[src/rtl/spi_pkg.sv]
// Shared types and constants for the sys_clk-synchronous SPI slave.
package spi_pkg;

  // Frame state: waiting for select, or shifting words while select is held.
  typedef enum logic {
    IDLE   = 1'b0,
    ACTIVE = 1'b1
  } spi_state_t;

  // Clock polarity: level of sclk between frames.
  localparam bit CPOL_IDLE_LOW  = 1'b0;
  localparam bit CPOL_IDLE_HIGH = 1'b1;

  // Clock phase: which sclk edge captures mosi.
  localparam bit CPHA_LEAD_SAMPLE  = 1'b0;
  localparam bit CPHA_TRAIL_SAMPLE = 1'b1;

  // Legal parameter ranges.
  localparam int DATA_W_MIN   = 2;
  localparam int DATA_W_MAX   = 32;
  localparam int SYNC_STG_MIN = 2;

  function automatic bit data_w_ok(input int w);
    return (w >= DATA_W_MIN) && (w <= DATA_W_MAX);
  endfunction

  function automatic bit sync_stg_ok(input int n);
    return n >= SYNC_STG_MIN;
  endfunction

endpackage

[src/rtl/spi_sync_edge.sv]
// Multi-flop synchroniser for an asynchronous pin, with single-cycle
// rise/fall pulses derived from the synchronised level.
module spi_sync_edge #(
  parameter int SYNC_STG = 2,
  parameter bit RST_VAL  = 1'b0
) (
  input  logic sys_clk,
  input  logic rst,
  input  logic din,
  output logic rise,
  output logic fall
);

  logic [SYNC_STG-1:0] sync_q;
  logic                level_d;
  logic                level;

  // Synchroniser chain plus one delayed copy of the synchronised level.
  // The reset value matches the pin's idle level so that leaving reset
  // never produces a spurious edge.
  always_ff @(posedge sys_clk) begin
    // NOTE: sequential state uses non-blocking assignments so every flop
    // samples the pre-edge value of its neighbour; blocking here would
    // collapse the chain into a single flop.
    if (rst) begin
      sync_q  <= {SYNC_STG{RST_VAL}};
      level_d <= RST_VAL;
    end else begin
      sync_q  <= {sync_q[SYNC_STG-2:0], din};
      level_d <= level;
    end
  end

  assign level = sync_q[SYNC_STG-1];
  assign rise  = level & ~level_d;
  assign fall  = ~level & level_d;

endmodule

[src/rtl/spi_slave_sync.sv]
// SPI slave fully synchronous to sys_clk. The pins are oversampled, all four
// SPI modes are supported, words stream back-to-back while ss stays high,
// TX uses a one-word holding register (ready/load), RX publishes into a word
// register (valid/ack), and overrun/underrun are sticky until cleared.
module spi_slave_sync
  import spi_pkg::*;
#(
  parameter int DATA_W    = 8,
  parameter bit CPOL      = 1'b0,
  parameter bit CPHA      = 1'b0,
  parameter bit MSB_FIRST = 1'b1,
  parameter int SYNC_STG  = 2
) (
  input  logic              sys_clk,
  input  logic              rst,
  input  logic              ss,
  input  logic              sclk,
  input  logic              mosi,
  output logic              miso,
  input  logic [DATA_W-1:0] tx_data,
  input  logic              tx_load,
  output logic              tx_ready,
  output logic [DATA_W-1:0] rx_data,
  output logic              rx_valid,
  input  logic              rx_ack,
  input  logic              clr_flags,
  output logic              overrun,
  output logic              underrun,
  output logic              busy
);

  localparam int CNT_W = $clog2(DATA_W);

  // Elaboration-time guard on the parameter ranges.
  if (!data_w_ok(DATA_W) || !sync_stg_ok(SYNC_STG)) begin : g_param_check
    $error("spi_slave_sync: DATA_W must be 2..32 and SYNC_STG >= 2");
  end

  // ------------------------------------------------------------------
  // Pin synchronisation and edge decode
  // ------------------------------------------------------------------
  logic ss_rise, ss_fall;
  logic sclk_rise, sclk_fall;
  logic [SYNC_STG-1:0] mosi_sync_q;
  logic mosi_s;

  spi_sync_edge #(.SYNC_STG(SYNC_STG), .RST_VAL(1'b0)) u_ss_sync (
    .sys_clk (sys_clk),
    .rst     (rst),
    .din     (ss),
    .rise    (ss_rise),
    .fall    (ss_fall)
  );

  spi_sync_edge #(.SYNC_STG(SYNC_STG), .RST_VAL(CPOL)) u_sclk_sync (
    .sys_clk (sys_clk),
    .rst     (rst),
    .din     (sclk),
    .rise    (sclk_rise),
    .fall    (sclk_fall)
  );

  // mosi runs through the same depth as sclk, so the synchronised data bit
  // lines up with the synchronised sclk edge that captures it.
  always_ff @(posedge sys_clk) begin
    if (rst) mosi_sync_q <= '0;
    else     mosi_sync_q <= {mosi_sync_q[SYNC_STG-2:0], mosi};
  end

  assign mosi_s = mosi_sync_q[SYNC_STG-1];

  logic lead_edge, trail_edge, sample_edge, shift_edge;

  assign lead_edge   = (CPOL == CPOL_IDLE_LOW) ? sclk_rise : sclk_fall;
  assign trail_edge  = (CPOL == CPOL_IDLE_LOW) ? sclk_fall : sclk_rise;
  assign sample_edge = (CPHA == CPHA_LEAD_SAMPLE) ? lead_edge  : trail_edge;
  assign shift_edge  = (CPHA == CPHA_LEAD_SAMPLE) ? trail_edge : lead_edge;

  // ------------------------------------------------------------------
  // Frame FSM
  // ------------------------------------------------------------------
  spi_state_t state, state_nxt;
  logic start, stop, sample_en, shift_en;

  // State register.
  always_ff @(posedge sys_clk) begin
    if (rst) state <= IDLE;
    else     state <= state_nxt;
  end

  // Next-state: select rise opens a frame, select fall closes it at any bit.
  always_comb begin
    // NOTE: every signal assigned in a combinational block gets a default
    // first; a path that leaves one unassigned would infer a latch.
    state_nxt = state;
    unique case (state)
      IDLE:    if (ss_rise) state_nxt = ACTIVE;
      ACTIVE:  if (ss_fall) state_nxt = IDLE;
      default: state_nxt = IDLE;
    endcase
  end

  // Output decode: frame start/stop strobes and sclk actions gated by
  // state, so sclk edges seen while IDLE do nothing.
  always_comb begin
    start     = 1'b0;
    stop      = 1'b0;
    sample_en = 1'b0;
    shift_en  = 1'b0;
    unique case (state)
      IDLE:   start = ss_rise;
      ACTIVE: begin
        stop      = ss_fall;
        sample_en = sample_edge & ~ss_fall;
        shift_en  = shift_edge & ~ss_fall;
      end
      default: ;
    endcase
  end

  assign busy = (state == ACTIVE);

  // ------------------------------------------------------------------
  // Bit counter and word boundary
  // ------------------------------------------------------------------
  logic [CNT_W-1:0] bit_cnt;
  logic             word_done;
  logic             consume;

  assign word_done = sample_en && (bit_cnt == CNT_W'(DATA_W - 1));
  // The holding register is drained at frame start and at every word end.
  assign consume   = start | word_done;

  // Count sampled bits; wrap at the word boundary, clear on frame edges.
  always_ff @(posedge sys_clk) begin
    if (rst)                bit_cnt <= '0;
    else if (start || stop) bit_cnt <= '0;
    else if (word_done)     bit_cnt <= '0;
    else if (sample_en)     bit_cnt <= bit_cnt + CNT_W'(1);
  end

  // ------------------------------------------------------------------
  // Shift direction (the only place bit order matters)
  // ------------------------------------------------------------------
  logic [DATA_W-1:0] tx_hold;
  logic [DATA_W-1:0] tx_word;
  logic [DATA_W-1:0] tx_shift;
  logic [DATA_W-1:0] tx_word_sh;
  logic [DATA_W-1:0] tx_shift_sh;
  logic              tx_word_head;
  logic              tx_shift_head;
  logic [DATA_W-2:0] rx_shift;
  logic [DATA_W-1:0] rx_word;
  logic [DATA_W-2:0] rx_shift_nxt;

  // An empty holding register transmits zeros.
  assign tx_word = tx_ready ? '0 : tx_hold;

  if (MSB_FIRST) begin : g_msb_first
    assign tx_word_head  = tx_word[DATA_W-1];
    assign tx_word_sh    = {tx_word[DATA_W-2:0], 1'b0};
    assign tx_shift_head = tx_shift[DATA_W-1];
    assign tx_shift_sh   = {tx_shift[DATA_W-2:0], 1'b0};
    assign rx_word       = {rx_shift, mosi_s};
    assign rx_shift_nxt  = rx_word[DATA_W-2:0];
  end else begin : g_lsb_first
    assign tx_word_head  = tx_word[0];
    assign tx_word_sh    = {1'b0, tx_word[DATA_W-1:1]};
    assign tx_shift_head = tx_shift[0];
    assign tx_shift_sh   = {1'b0, tx_shift[DATA_W-1:1]};
    assign rx_word       = {mosi_s, rx_shift};
    assign rx_shift_nxt  = rx_word[DATA_W-1:1];
  end

  // ------------------------------------------------------------------
  // TX holding register
  // ------------------------------------------------------------------
  // A load is honoured only while empty; consumption looks at the pre-edge
  // state, so a load in the same cycle as an empty consumption still lands.
  always_ff @(posedge sys_clk) begin
    // NOTE: the holding register is reset even though tx_ready marks it
    // empty; a defined value keeps simulation free of X on tx_word.
    if (rst) begin
      tx_hold  <= '0;
      tx_ready <= 1'b1;
    end else if (tx_load && tx_ready) begin
      tx_hold  <= tx_data;
      tx_ready <= 1'b0;
    end else if (consume) begin
      tx_ready <= 1'b1;
    end
  end

  // ------------------------------------------------------------------
  // TX shifter and miso
  // ------------------------------------------------------------------
  // With CPHA=0 the first bit must be on miso before the first sample edge,
  // so a (re)load presents the head bit immediately and keeps the rest; the
  // trailing edge right after a mid-frame reload would otherwise skip a bit,
  // hence skip_shift. With CPHA=1 the shifter holds undriven bits and each
  // leading edge drives the next one.
  logic skip_shift;

  always_ff @(posedge sys_clk) begin
    if (rst) begin
      tx_shift   <= '0;
      miso       <= 1'b0;
      skip_shift <= 1'b0;
    end else if (stop) begin
      miso       <= 1'b0;
      skip_shift <= 1'b0;
    end else if (consume) begin
      if (CPHA == CPHA_LEAD_SAMPLE) begin
        miso       <= tx_word_head;
        tx_shift   <= tx_word_sh;
        skip_shift <= word_done;
      end else begin
        tx_shift   <= tx_word;
      end
    end else if (shift_en) begin
      if (skip_shift) begin
        skip_shift <= 1'b0;
      end else begin
        miso     <= tx_shift_head;
        tx_shift <= tx_shift_sh;
      end
    end
  end

  // ------------------------------------------------------------------
  // RX shifter, word register and flags
  // ------------------------------------------------------------------
  logic publish_ok;
  logic overrun_set;
  logic underrun_set;

  assign publish_ok   = !rx_valid || rx_ack;
  assign overrun_set  = word_done && !publish_ok;
  assign underrun_set = consume && tx_ready;

  // Capture sampled mosi bits; a partial word is simply abandoned.
  always_ff @(posedge sys_clk) begin
    if (rst)            rx_shift <= '0;
    else if (sample_en) rx_shift <= rx_shift_nxt;
  end

  // Publish a completed word if the register is free (or freed this cycle).
  always_ff @(posedge sys_clk) begin
    if (rst) begin
      rx_data  <= '0;
      rx_valid <= 1'b0;
    end else if (word_done && publish_ok) begin
      rx_data  <= rx_word;
      rx_valid <= 1'b1;
    end else if (rx_ack) begin
      rx_valid <= 1'b0;
    end
  end

  // Sticky flags; a set in the same cycle as a clear wins.
  always_ff @(posedge sys_clk) begin
    if (rst) begin
      overrun  <= 1'b0;
      underrun <= 1'b0;
    end else begin
      overrun  <= overrun_set  | (overrun  & ~clr_flags);
      underrun <= underrun_set | (underrun & ~clr_flags);
    end
  end

endmodule

[config.mk]
export PLATFORM = sky130hd
export DESIGN_NAME = spi_slave_sync
export DESIGN_NICKNAME = d
export VERILOG_FILES = /design/src/rtl/spi_pkg.sv /design/src/rtl/spi_sync_edge.sv /design/src/rtl/spi_slave_sync.sv
export SDC_FILE = /design/constraint.sdc
export NUM_CORES = 1
export LEC_CHECK = 0
export CAP_MARGIN = 0
export CORE_UTILIZATION = 40
export DETAILED_ROUTE_END_ITERATION = 12
export PLACE_DENSITY = 0.65
export SLEW_MARGIN = 15
export SYNTH_ARGS = -nofsm -noshare
export SYNTH_HDL_FRONTEND = slang
export SYNTH_SLANG_ARGS = --single-unit
export TNS_END_PERCENT = 100
[constraint.sdc]
create_clock -name sys_clk -period 1.9 [get_ports sys_clk]
set_input_delay 0.285 -clock sys_clk [delete_from_list [all_inputs] [get_ports sys_clk]]
set_output_delay 0.285 -clock sys_clk [all_outputs]
set_load 0.1 [all_outputs]
# Word-level counts from Yosys, hierarchy flattened
# Cells that the tools add are included.
[word_totals] out_inout_bits=14 register_bits=49 elab_cells=75
[classes] eq_ne=2 add_sub_neg=1 n_bitwise=19 reduce_logical=16 mux=20
[op_table] op="$mux W8" n=4
[op_table] op="$mux W1" n=15
[op_table] op="$and A1 B1 Y1" n=8
[op_table] op="$not A1 Y1" n=8
[op_table] op="$reduce_bool A2 Y1" n=3
[op_table] op="$logic_and A1 B1 Y1" n=5
[op_table] op="$add A3 B1 Y3 const B" n=1
[op_table] op="$eq A3 B3 Y1 const B" n=1
[op_table] op="$or A1 B1 Y1" n=3
[op_table] op="$reduce_and A3 Y1" n=1
[op_table] op="$reduce_or A3 Y1" n=1
[op_table] op="$logic_not A1 Y1" n=2
[op_table] op="$logic_or A1 B1 Y1" n=2
[op_table] op="$ne A2 B2 Y1 const B" n=1
[op_table] op="$pmux W1 S2" n=1
[op_table] op="$reduce_and A2 Y1" n=1
[op_table] op="$reduce_or A2 Y1" n=1

# Longest topological paths before layout
# Gate-level depths: netlist (run 1).
[logic_depth] word_depth=9 mapped_depth=8 ltp_nobuf=6

# Hierarchy
# Synthesis (run 1) repeated with hierarchy kept, for this count alone.
[hier_totals] cells_unflattened=203 area_unflattened_um2=1909.3
[by_module_without_submodules] mod="spi_slave_sync" n_inst=1 cells_each=187 seq_area_each_um2=840.8 area_each_um2=1726.7
[by_module_without_submodules] mod="spi_sync_edge" n_inst=2 cells_each=8 seq_area_each_um2=60.1 area_each_um2=91.3

# Least setup slack after synthesis (run 1)
# Ideal clock, no wire load.
[synth_path] path_kind="flip-flop to flip-flop" startpoint="reg state, in the netlist busy" endpoint="reg rx_data[0]" t_arrival_ns=1.860 setup_slack_ns=-0.093 stages_incl_launch_ff=5 setup_ns=0.132 t_required_ns=1.768 cell_sequence="dfxtp_1 > inv_1 > a2111o_1 > nand2_1 > a21oi_1"
[synth_via] elab_chain_len=3
[synth_rtl] element="start: declaration" line="spi_slave_sync.sv:82" rtl="spi_state_t state, state_nxt;"
[synth_rtl] element="start signal: assignment" line="spi_slave_sync.sv:88" rtl="else state <= state_nxt;"
[synth_rtl] element="$mux W1" line="spi_slave_sync.sv:110" rtl="unique case (state)"
[synth_rtl] element="$logic_and A1 B1 Y1" line="spi_slave_sync.sv:130" rtl="assign word_done = sample_en && (bit_cnt == CNT_W'(DATA_W - 1));"
[synth_rtl] element="$logic_and A1 B1 Y1" line="spi_slave_sync.sv:252" rtl="end else if (word_done && publish_ok) begin"
[synth_rtl] element="end signal: assignment" line="spi_slave_sync.sv:253" rtl="rx_data <= rx_word;"
[synth_rtl] element="end: declaration" line="spi_slave_sync.sv:23" rtl="output logic [DATA_W-1:0] rx_data,"
# Every way passes these cells.
# A chain may end at the register's enable or synchronous reset.

# Worst setup path in the final report (run 1)
[layout_path] startpoint="reg u_ss_sync.sync_q[1]" endpoint="reg miso"
[layout_via] elab_chain_len=9 elab_cells_between_ends=17
[layout_rtl] element="start: declaration" line="spi_sync_edge.sv:14" rtl="logic [SYNC_STG-1:0] sync_q;"
[layout_rtl] element="start signal: assignment" line="spi_sync_edge.sv:26" rtl="sync_q <= {SYNC_STG{RST_VAL}};"
[layout_rtl] element="start signal: assignment" line="spi_sync_edge.sv:29" rtl="sync_q <= {sync_q[SYNC_STG-2:0], din};"
[layout_rtl] element="$not A1 Y1" line="spi_sync_edge.sv:36" rtl="assign fall = ~level & level_d;"
[layout_rtl] element="$and A1 B1 Y1" line="spi_sync_edge.sv:36"
[layout_rtl] element="$not A1 Y1" line="spi_slave_sync.sv:114, spi_slave_sync.sv:115"
[layout_rtl] element="$and A1 B1 Y1" line="spi_slave_sync.sv:114" rtl="sample_en = sample_edge & ~ss_fall;"
[layout_rtl] element="$mux W1" line="spi_slave_sync.sv:110"
[layout_rtl] element="$logic_and A1 B1 Y1" line="spi_slave_sync.sv:130"
[layout_rtl] element="$or A1 B1 Y1" line="spi_slave_sync.sv:132" rtl="assign consume = start | word_done;"
[layout_rtl] element="$ne A2 B2 Y1 (no source line) or $reduce_bool A2 Y1 (tied branches)"
[layout_rtl] element="$reduce_and A2 Y1 (no source line)"
[layout_rtl] element="end signal: assignment" line="spi_slave_sync.sv:214" rtl="miso <= tx_word_head;"
[layout_rtl] element="end signal: assignment" line="spi_slave_sync.sv:224" rtl="miso <= tx_shift_head;"
[layout_rtl] element="end: declaration" line="spi_slave_sync.sv:19" rtl="output logic miso,"
# Several ways; a longest one is shown, not always the timed one.

==> results of run 1 <==
state kept, by name, summed over array words and instances, names as in the netlist, 2 cells and up:
name / flops
rx_data: 8
tx_shift: 7
tx_hold: 8
u_sclk_sync.sync_q: 2
bit_cnt: 3
u_ss_sync.sync_q: 2
rx_shift: 7
mosi_sync_q: 2
routing by layer:
layer	vias to the layer above	routed length (um)	share of wire, %	GRT usage (%)
li1	837	-	-	-
met1	728	2000	51	22.9
met2	45	1670	43	23.1
met3	7	173	4.4	3.45
met4	0	57	1.5	5.88
met5	-	0	0	0
synth_stat cells, drive strengths merged:
| master | count | area (um2) |
|---|---|---|
| dfxtp | 48 | 961 |
| a21oi | 27 | 139 |
| nand2 | 26 | 97.6 |
| nor2b | 16 | 100 |
| nor2 | 13 | 48.8 |
| clkbuf | 10 | 37.5 |
| inv | 10 | 37.5 |
| nand3 | 10 | 50.1 |
| buf | 9 | 75.1 |
| mux2i | 9 | 90.1 |
| o21ai | 9 | 45.0 |
| a31oi | 7 | 43.8 |
| and4 | 7 | 61.3 |
| o211ai | 7 | 57.6 |
| ha | 2 | 25.0 |
| nand2b | 2 | 12.5 |
| nand4b | 2 | 17.5 |
| nor3 | 2 | 10.0 |
| o21bai | 2 | 15.0 |
| or3 | 2 | 12.5 |
| a2111o | 1 | 11.3 |
| a211o | 1 | 8.76 |
| a211oi | 1 | 12.5 |
| a22oi | 1 | 7.51 |
| and2 | 1 | 6.26 |
| maj3 | 1 | 10.0 |
| nand3b | 1 | 7.51 |
| nand4 | 1 | 6.26 |
| nor3b | 1 | 12.5 |
| xor2 | 1 | 8.76 |
logic make-up (layout without fill, tap and decap cells):
kind of cell	Yosys count	count (layout)	synth area share, %
mux	9	9	4.44
simple gates	84	84	21.8
buf+inv	29	54	7.40
compound gates	56	56	16.8
flops	48	48	47.4
xor+xnor	1	1	0.432
fa+ha+maj	3	3	1.73
worst paths after layout:
kind / from / end / slack, ps / cells past startpoint
setup reg to reg: u_ss_sync.sync_q[1] / miso / 170 / 4
hold reg to reg: u_sclk_sync.sync_q[0] / u_sclk_sync.sync_q[1] / 450 / 1
hold / removal: u_sclk_sync.sync_q[0] / u_sclk_sync.sync_q[1] / 450 / 1
setup / recovery: u_ss_sync.sync_q[1] / miso / 170 / 4
report_power, final:
group          internal [uW]  total [uW]  switching (uW)  leakage (uW)
clock                    295         647             352     0.0000434
combinational           69.6         160            90.2      0.000499
sequential              1030        1040            15.3      0.000390
total                   1390        1850             458      0.000933
stage by stage:
step	total power [uW]	area (um2)	worst slack, ps	instances	util [%]
floorplan	1160	2030	137	230	-
global placement	1230	2350	256	314	49.0
detailed placement	1230	2350	233	314	49.0
CTS	1870	2440	220	322	51.1
global route	1920	2440	44.7	322	51.1
finish	1850	2440	175	322	51.1
final cells by class:
cell class                 count  area [um2]  area share [%]
tap                           67        83.8            3.43
timing repair buffer          36         345            14.1
clock inverter                 2        15.0           0.614
multi-input combinational    153         917            37.5
sequential                    48         962            39.4
inverter                      10        37.5            1.54
clock buffer                   6        82.6            3.38
==> impl_metrics.csv, run 1 <==
group,metric,value,unit
detailed_routing,drt_pass1_iterations,4,
grt,grt_pass1_wl,6550,um
clock_network,clock_latency,300,ps
timing,finalSetupViolations,0,
timing,slew_violations,0,
final_layout,drive_gt1_share,13.3,%
timing,tightest_slew,990,ps
clock_network,numCtsBuffers,5,
synth,synth.distinct_cells,34,
clock_network,cts-hold-fix-buffers,0,
final_layout,num-fill-cells,482,
die,die_w,73.2,um
critical_path,cp.arrival,1970,ps
die,core_area,4790,um2
detailed_routing,wire_per_inst,12.1,um
critical_path,path_cells,"inv_1 -> nor3_1 -> o21ai_0 -> a21oi_2",
timing,hold_violations,0,
synth,seq_area_frac_synth,47.4,%
timing,relSlewSlack,33.5,%
detailed_routing,postRouteAntennaNets,0,
die,start_util,42.4,%
synth,avgSynthCellArea,8.82,um2
die,die-area,5360,um2
die,die_h,73.2,um
clock_network,cts.sinks,48,
critical_path,endpoint_kind,"flop",
clock_network,cts_tree,"yes",
flow_run,cap_violations,0,
synth,ys_ff_latch,48,
detailed_routing,vias,1617,
place,port_buffers,29,
critical_path,critPathSlowestCell,"nor3_1",
die,pin_count,30,
clock_network,clock-root-buffer,"clkbuf_8",
synth,netlist_area,2030,um2
synth,synth_cells,230,
timing,min_period_over_period,90.8,%
grt,antenna_found_initial,0,
place,gp_congestion,0.741,
power_and_ir_drop,power.leakage,0.000933,uW
critical_path,worstPathRequired,2150,ps
critical_path,slowest_delay,820,ps
detailed_routing,drt_iter0_markers,53,
power_and_ir_drop,peakVddDrop,0.464,mV
timing,hold-worst-slack,446,ps
timing,finClkSkew,3.81,ps
detailed_routing,drc,0,
final_layout,final_common_cell,"dfxtp_1",
clock_network,htree_levels,2,
critical_path,cp_max_fo,11,
synth,synth_nets,248,
hold_path,hp-class,"reg -> reg",
clock_network,cts_resized,0,
timing,tns,0,ps
critical_path,startpoint_type,"flop",
clock_network,clockBufferDepth,2,
grt,grt_overflow_total,0,
critical_path,crit_buf_inv,1,
timing,fmax,580,MHz
final_layout,num_antenna_cells,0,
critical_path,critPathKind,"reg -> reg",
final_layout,nets,272,
clock_network,cts_setup_buffers,0,
power_and_ir_drop,pwr_density_cell,757,nW/um2
grt,grt_max_degree,44,
timing,rsz0062_at_grt,"no",
grt,grtUsageTotal,15.9,%
place,dp_hpwl,2600,um
timing,fin_crit,1730,ps
detailed_routing,drt_wl_total,3900,um
detailed_routing,viasPerCell,5.02,
run_status,status,"finished clean",
grt,grt_pass1_vias,1438,
synth,yosys_warnings,0,
clock_network,clk_pin_slew_worst_paths,90,ps
die,std_cell_rows,25,
final_layout,final_cell_mix,"47 x dfxtp_1, 26 x nand2_1, 26 x a21oi_1, 18 x buf_4, 16 x nor2b_1",
critical_path,crit_family,"simple AND/OR/NAND/NOR gates",
final_layout,area_delta_synth_final,20.5,%
(Power assumes the default switching activity.)
==> run 2: changes to the inputs <==
--- a/config.mk
+++ b/config.mk
@@ -6,8 +6,10 @@
 export NUM_CORES = 1
 export LEC_CHECK = 0
 export CAP_MARGIN = 0
+export CORE_MARGIN = 2
 export CORE_UTILIZATION = 40
 export DETAILED_ROUTE_END_ITERATION = 12
+export GPL_ROUTABILITY_DRIVEN = 0
 export PLACE_DENSITY = 0.65
 export SLEW_MARGIN = 15
 export SYNTH_ARGS = -nofsm -noshare
==> run 2 against run 1 <==
Effect of this change:
- clock skew is 4.1 ps higher
- sequential cell count stayed put
- clock power is 2% lower
- non-clock buffer count stayed put
- worst hold slack worse by 5.6 ps
- final area is 0.56% lower
- critical path type unchanged
- critical endpoint is now tx_shift[6]
- highest routed layer unchanged
==> impl_metrics.csv, run 2 (synthesis results as in run 1) <==
group,metric,value,unit
critical_path,startpoint_type,"flop",
timing,tns,0,ps
die,std_cell_rows,25,
grt,grtUsageTotal,15.8,%
power_and_ir_drop,pwr_density_cell,755,nW/um2
clock_network,cts_tree,"yes",
final_layout,num_antenna_cells,0,
timing,min_period_over_period,91.2,%
clock_network,htree_levels,2,
timing,hold-worst-slack,440,ps
clock_network,numCtsBuffers,5,
place,dp_hpwl,2710,um
detailed_routing,viasPerCell,5.09,
clock_network,clock_latency,300,ps
critical_path,cp-startpoint,"u_ss_sync.sync_q[1]",
grt,grt_pass1_wl,6840,um
clock_network,clock-root-buffer,"clkbuf_8",
critical_path,r2r_end,"tx_shift[6]",
grt,grt_max_degree,24,
power_and_ir_drop,power.leakage,0.000938,uW
detailed_routing,drt_pass1_iterations,4,
critical_path,r2r_start,"u_ss_sync.sync_q[1]",
place,dp_slack,193,ps
run_status,status,"finished clean",
timing,fin_crit,1730,ps
timing,fmax,577,MHz
critical_path,critPathKind,"reg -> reg",
critical_path,r2r_cells,4,
die,core_area,4820,um2
hold_path,whs_path_depth,1,
timing,hold_violations,0,
timing,relSlewSlack,33.4,%
timing,slew_violations,0,
timing,fin_ws,168,ps
final_layout,area_delta_synth_final,19.8,%
die,die-area,5660,um2
clock_network,clk_pin_slew_worst_paths,90,ps
final_layout,nets,272,
critical_path,cp.arrival,1970,ps
place,port_buffers,29,
critical_path,endpoint_kind,"flop",
die,pin_count,30,
clock_network,cts_resized,0,
critical_path,endpoint,"tx_shift[6]",
timing,finClkSkew,7.86,ps
final_layout,num-fill-cells,467,
timing,tightest_slew,991,ps
critical_path,worstPathRequired,2140,ps
detailed_routing,wire_per_inst,12.4,um
critical_path,cp_max_fo,11,
grt,grt_overflow_total,0,
die,die_w,75.2,um
detailed_routing,drc,0,
final_layout,final_common_cell,"dfxtp_1",
detailed_routing,postRouteAntennaNets,0,
hold_path,hp-class,"reg -> reg",
final_layout,final_cell_mix,"47 x dfxtp_1, 26 x nand2_1, 26 x a21oi_1, 19 x buf_4, 16 x nor2b_1",
power_and_ir_drop,peakVddDrop,0.481,mV
timing,rsz0062_at_grt,"no",
detailed_routing,vias,1640,
timing,finalSetupViolations,0,
final_layout,top_regs,"rx_data (8), tx_hold (8)",
clock_network,clockBufferDepth,2,
grt,antenna_found_initial,0,
flow_run,cap_violations,0,
clock_network,cts.sinks,48,
clock_network,cts-hold-fix-buffers,0,
clock_network,cts_setup_buffers,0,
critical_path,r2r_slack,170,ps
grt,grt_pass1_vias,1468,
die,start_util,42.1,%
die,die_h,75.2,um
detailed_routing,drt_wl_total,4000,um
final_layout,drive_gt1_share,13.3,%
detailed_routing,drt_iter0_markers,116,
[run 2: cell count changes in the layout (fill, tap and decap cells not counted)]
cell	change
buf_12	-1
buf_4	+1
clkinv_2	+1
clkinvlp_4	-2
inv_6	+1
[run 2: how the worst min path moves through the flow]
| stage | start | endpoint |
|---|---|---|
| global route | mosi_sync_q[0] | mosi_sync_q[1] |
| CTS | u_sclk_sync.sync_q[0] | u_sclk_sync.sync_q[1] |
| detailed placement | u_sclk_sync.sync_q[0] | u_sclk_sync.sync_q[1] |
| finish | mosi_sync_q[0] | mosi_sync_q[1] |
| global placement | mosi_sync_q[0] | mosi_sync_q[1] |
| floorplan | mosi | mosi_sync_q[0] |
[run 2: report_power, final]
group          total [uW]  leakage [uW]  internal [uW]  switching (uW)
sequential           1050      0.000390           1030            18.8
clock                 631     0.0000516            298             334
combinational         158      0.000496           69.6            88.4
[run 2: metal layers]
metal,share of wire (%),track usage (%),vias up,routed length [um]
met1,50,22.7,757,2000
met2,45,22.5,31,1800
li1,-,-,846,-
met3,3.4,4.02,6,134
met4,1.8,6.43,0,70
met5,0,0,-,0
[run 2: final cells by class]
type                       instances  area, um2  area share [%]
clock buffer                       6       82.6            3.40
inverter                          10       37.5            1.54
multi-input combinational        153        917            37.7
tap                               67       83.8            3.45
sequential                        48        962            39.6
clock inverter                     2       13.8           0.566
timing repair buffer              36        333            13.7
[run 2: critical path: stages, from the launching register on]
cell,delay [ps]
dfxtp_1,330
inv_1,100
nor3_1,810
o21ai_0,260
a21oi_1,160
[run 2: metrics by stage]
step / std cells / cell area [um2] / util, % / total power, uW
3_5_place_dp: 314 / 2330 / 48.4 / 1230
3_3_place_gp: 314 / 2330 / 48.4 / 1230
5_1_grt: 322 / 2430 / 50.4 / 1930
4_1_cts: 322 / 2430 / 50.4 / 1860
6_report: 322 / 2430 / 50.4 / 1840
2_1_floorplan: 230 / 2030 / - / 1160
==> run 3: changes to the inputs <==
--- a/config.mk
+++ b/config.mk
@@ -5,12 +5,15 @@
 export SDC_FILE = /design/constraint.sdc
 export NUM_CORES = 1
 export LEC_CHECK = 0
+export ABC_CLOCK_PERIOD_IN_PS = 1900
 export CAP_MARGIN = 0
+export CELL_PAD_IN_SITES_DETAIL_PLACEMENT = 0
+export CELL_PAD_IN_SITES_GLOBAL_PLACEMENT = 1
 export CORE_MARGIN = 2
 export CORE_UTILIZATION = 40
 export DETAILED_ROUTE_END_ITERATION = 12
 export GPL_ROUTABILITY_DRIVEN = 0
-export PLACE_DENSITY = 0.65
+export PLACE_DENSITY = 0.81
 export SLEW_MARGIN = 15
 export SYNTH_ARGS = -nofsm -noshare
 export SYNTH_HDL_FRONTEND = slang
==> run 3 against run 2 <==
Effect of this change:
- non-clock buffer count increased by 1
- clock power is 34% higher
- via count fell by 1.0%
- final cell count did not move
- combinational power increased by 4%
- final area increased by 2.4%
- largest cell class unchanged
- largest power group unchanged
==> impl_metrics.csv, run 3 (synthesis results as in run 1) <==
group,metric,value,unit
place,port_buffers,29,
critical_path,endpoint_kind,"flop",
critical_path,crit_family,"simple AND/OR/NAND/NOR gates",
final_layout,num-fill-cells,494,
detailed_routing,wire_per_inst,12.9,um
clock_network,cts_setup_buffers,0,
detailed_routing,viasPerCell,5.04,
flow_run,cap_violations,0,
grt,met3_usage,3.21,%
detailed_routing,drt_iter0_markers,82,
clock_network,clockBufferDepth,2,
power_and_ir_drop,peakVddDrop,0.578,mV
timing,hold_violations,0,
final_layout,area_delta_synth_final,22.6,%
critical_path,critPathKind,"reg -> reg",
timing,relSlewSlack,60.4,%
critical_path,startpoint_type,"flop",
critical_path,path_cells,"ha_1 -> ha_1 -> nand3b_1 -> a211oi_2 -> buf_12 -> or3_1 -> nor2_1",
grt,grtUsageMet1,21.9,%
place,dp_hpwl,2760,um
clock_network,clock-root-buffer,"clkbuf_8",
die,start_util,42.1,%
power_and_ir_drop,pwr_density_cell,825,nW/um2
final_layout,num_antenna_cells,0,
final_layout,fin_util,51.6,%
die,core_area,4820,um2
final_layout,nets,273,
timing,slew_violations,0,
clock_network,numCtsBuffers,5,
run_status,status,"finished clean",
critical_path,slowest_delay,400,ps
critical_path,worstPathRequired,2140,ps
grt,antenna_found_initial,0,
timing,fin_crit,1690,ps
clock_network,htree_levels,2,
timing,finalSetupViolations,0,
power_and_ir_drop,power.leakage,0.000959,uW
final_layout,drive_gt1_share,13.7,%
grt,grt_pass1_vias,1534,
die,pin_count,30,
die,std_cell_rows,25,
timing,tns,0,ps
timing,fmax,593,MHz
hold_path,hp-class,"reg -> reg",
detailed_routing,drc,0,
grt,grt_max_degree,25,
timing,tightest_slew,590,ps
detailed_routing,postRouteAntennaNets,0,
die,die-area,5660,um2
grt,grt_overflow_total,0,
die,die_h,75.2,um
grt,top_usage_layer,"met2",
grt,grtUsageMet2,24.5,%
grt,grt_pass1_wl,6910,um
final_layout,seq_area,962,um2
timing,finClkSkew,9.06,ps
final_layout,final_common_cell,"dfxtp_1",
detailed_routing,vias,1623,
place,place_area,2350,um2
die,die_w,75.2,um
clock_network,clock_latency,300,ps
critical_path,critPathSlowestCell,"or3_1",
critical_path,cp_max_fo,20,
clock_network,cts_tree,"yes",
timing,min_period_over_period,88.8,%
final_layout,multi_input_area,922,um2
final_layout,fin_area,2490,um2
detailed_routing,drt_pass1_iterations,4,
final_layout,top_regs,"rx_data (8), tx_hold (8)",
clock_network,cts.sinks,48,
clock_network,cts-hold-fix-buffers,0,
final_layout,final_cell_mix,"47 x dfxtp_1, 26 x nand2_1, 26 x a21oi_1, 19 x buf_4, 16 x nor2b_1",
critical_path,crit_buf_inv,1,
timing,rsz0062_at_grt,"no",
critical_path,cp_common_cell,"ha_1",
clock_network,clk_pin_slew_worst_paths,90,ps
grt,grtUsageTotal,16.0,%
detailed_routing,drt_wl_total,4150,um
critical_path,cp.arrival,1930,ps
==> run 3: worst reg2reg max path: stages, from the launching register on <==
cell      delay (ps)
dfxtp_1          330
ha_1             200
ha_1             190
nand3b_1         150
a211oi_2          70
buf_12           170
or3_1            400
nor2_1           110
==> run 3: per-layer routing <==
metal  up-vias  share of wire, %
met5         -                 0
li1        840                 -
met2        25                45
met1       753                50
met4         0               1.4
met3         5               3.2
==> run 3: per-stage QoR <==
stage | hold slack, ps | setup WS (ps) | power (uW) | instances
2_1_floorplan | 413 | 137 | 1160 | 230
6_report | 453 | 213 | 2050 | 322
4_1_cts | 456 | 113 | 2080 | 322
3_5_place_dp | 442 | 229 | 1230 | 315
3_3_place_gp | 424 | 260 | 1230 | 315
5_1_grt | 466 | 106 | 2130 | 322
==> run 3: cell type report <==
cell class	count	area share, %
clock buffer	5	2.77
tap	67	3.37
clock inverter	2	2.41
timing repair buffer	37	14.2
sequential	48	38.7
multi-input combinational	153	37.1
inverter	10	1.51
==> run 3: worst paths after layout <==
path | slack, ps | startpoint | depth (start not counted) | end
setup / recovery | 210 | bit_cnt[0] | 7 | bit_cnt[1]
hold / removal | 450 | tx_hold[0] | 2 | tx_hold[0]
hold reg to reg | 450 | tx_hold[0] | 2 | tx_hold[0]
setup reg to reg | 210 | bit_cnt[0] | 7 | bit_cnt[1]
==> run 3: repair_timing <==
item / in CTS / in global routing
resized for setup: 0 / 1
setup endpoints to repair: 0 / 5
hold endpoints to repair: 0 / 0
==> run 3: where the power goes <==
group | internal (uW) | leakage [uW] | total [uW] | switching, uW
logic | 71.2 | 0.000505 | 165 | 94.2
clock network | 518 | 0.0000642 | 846 | 328
registers | 1030 | 0.000390 | 1040 | 14.9
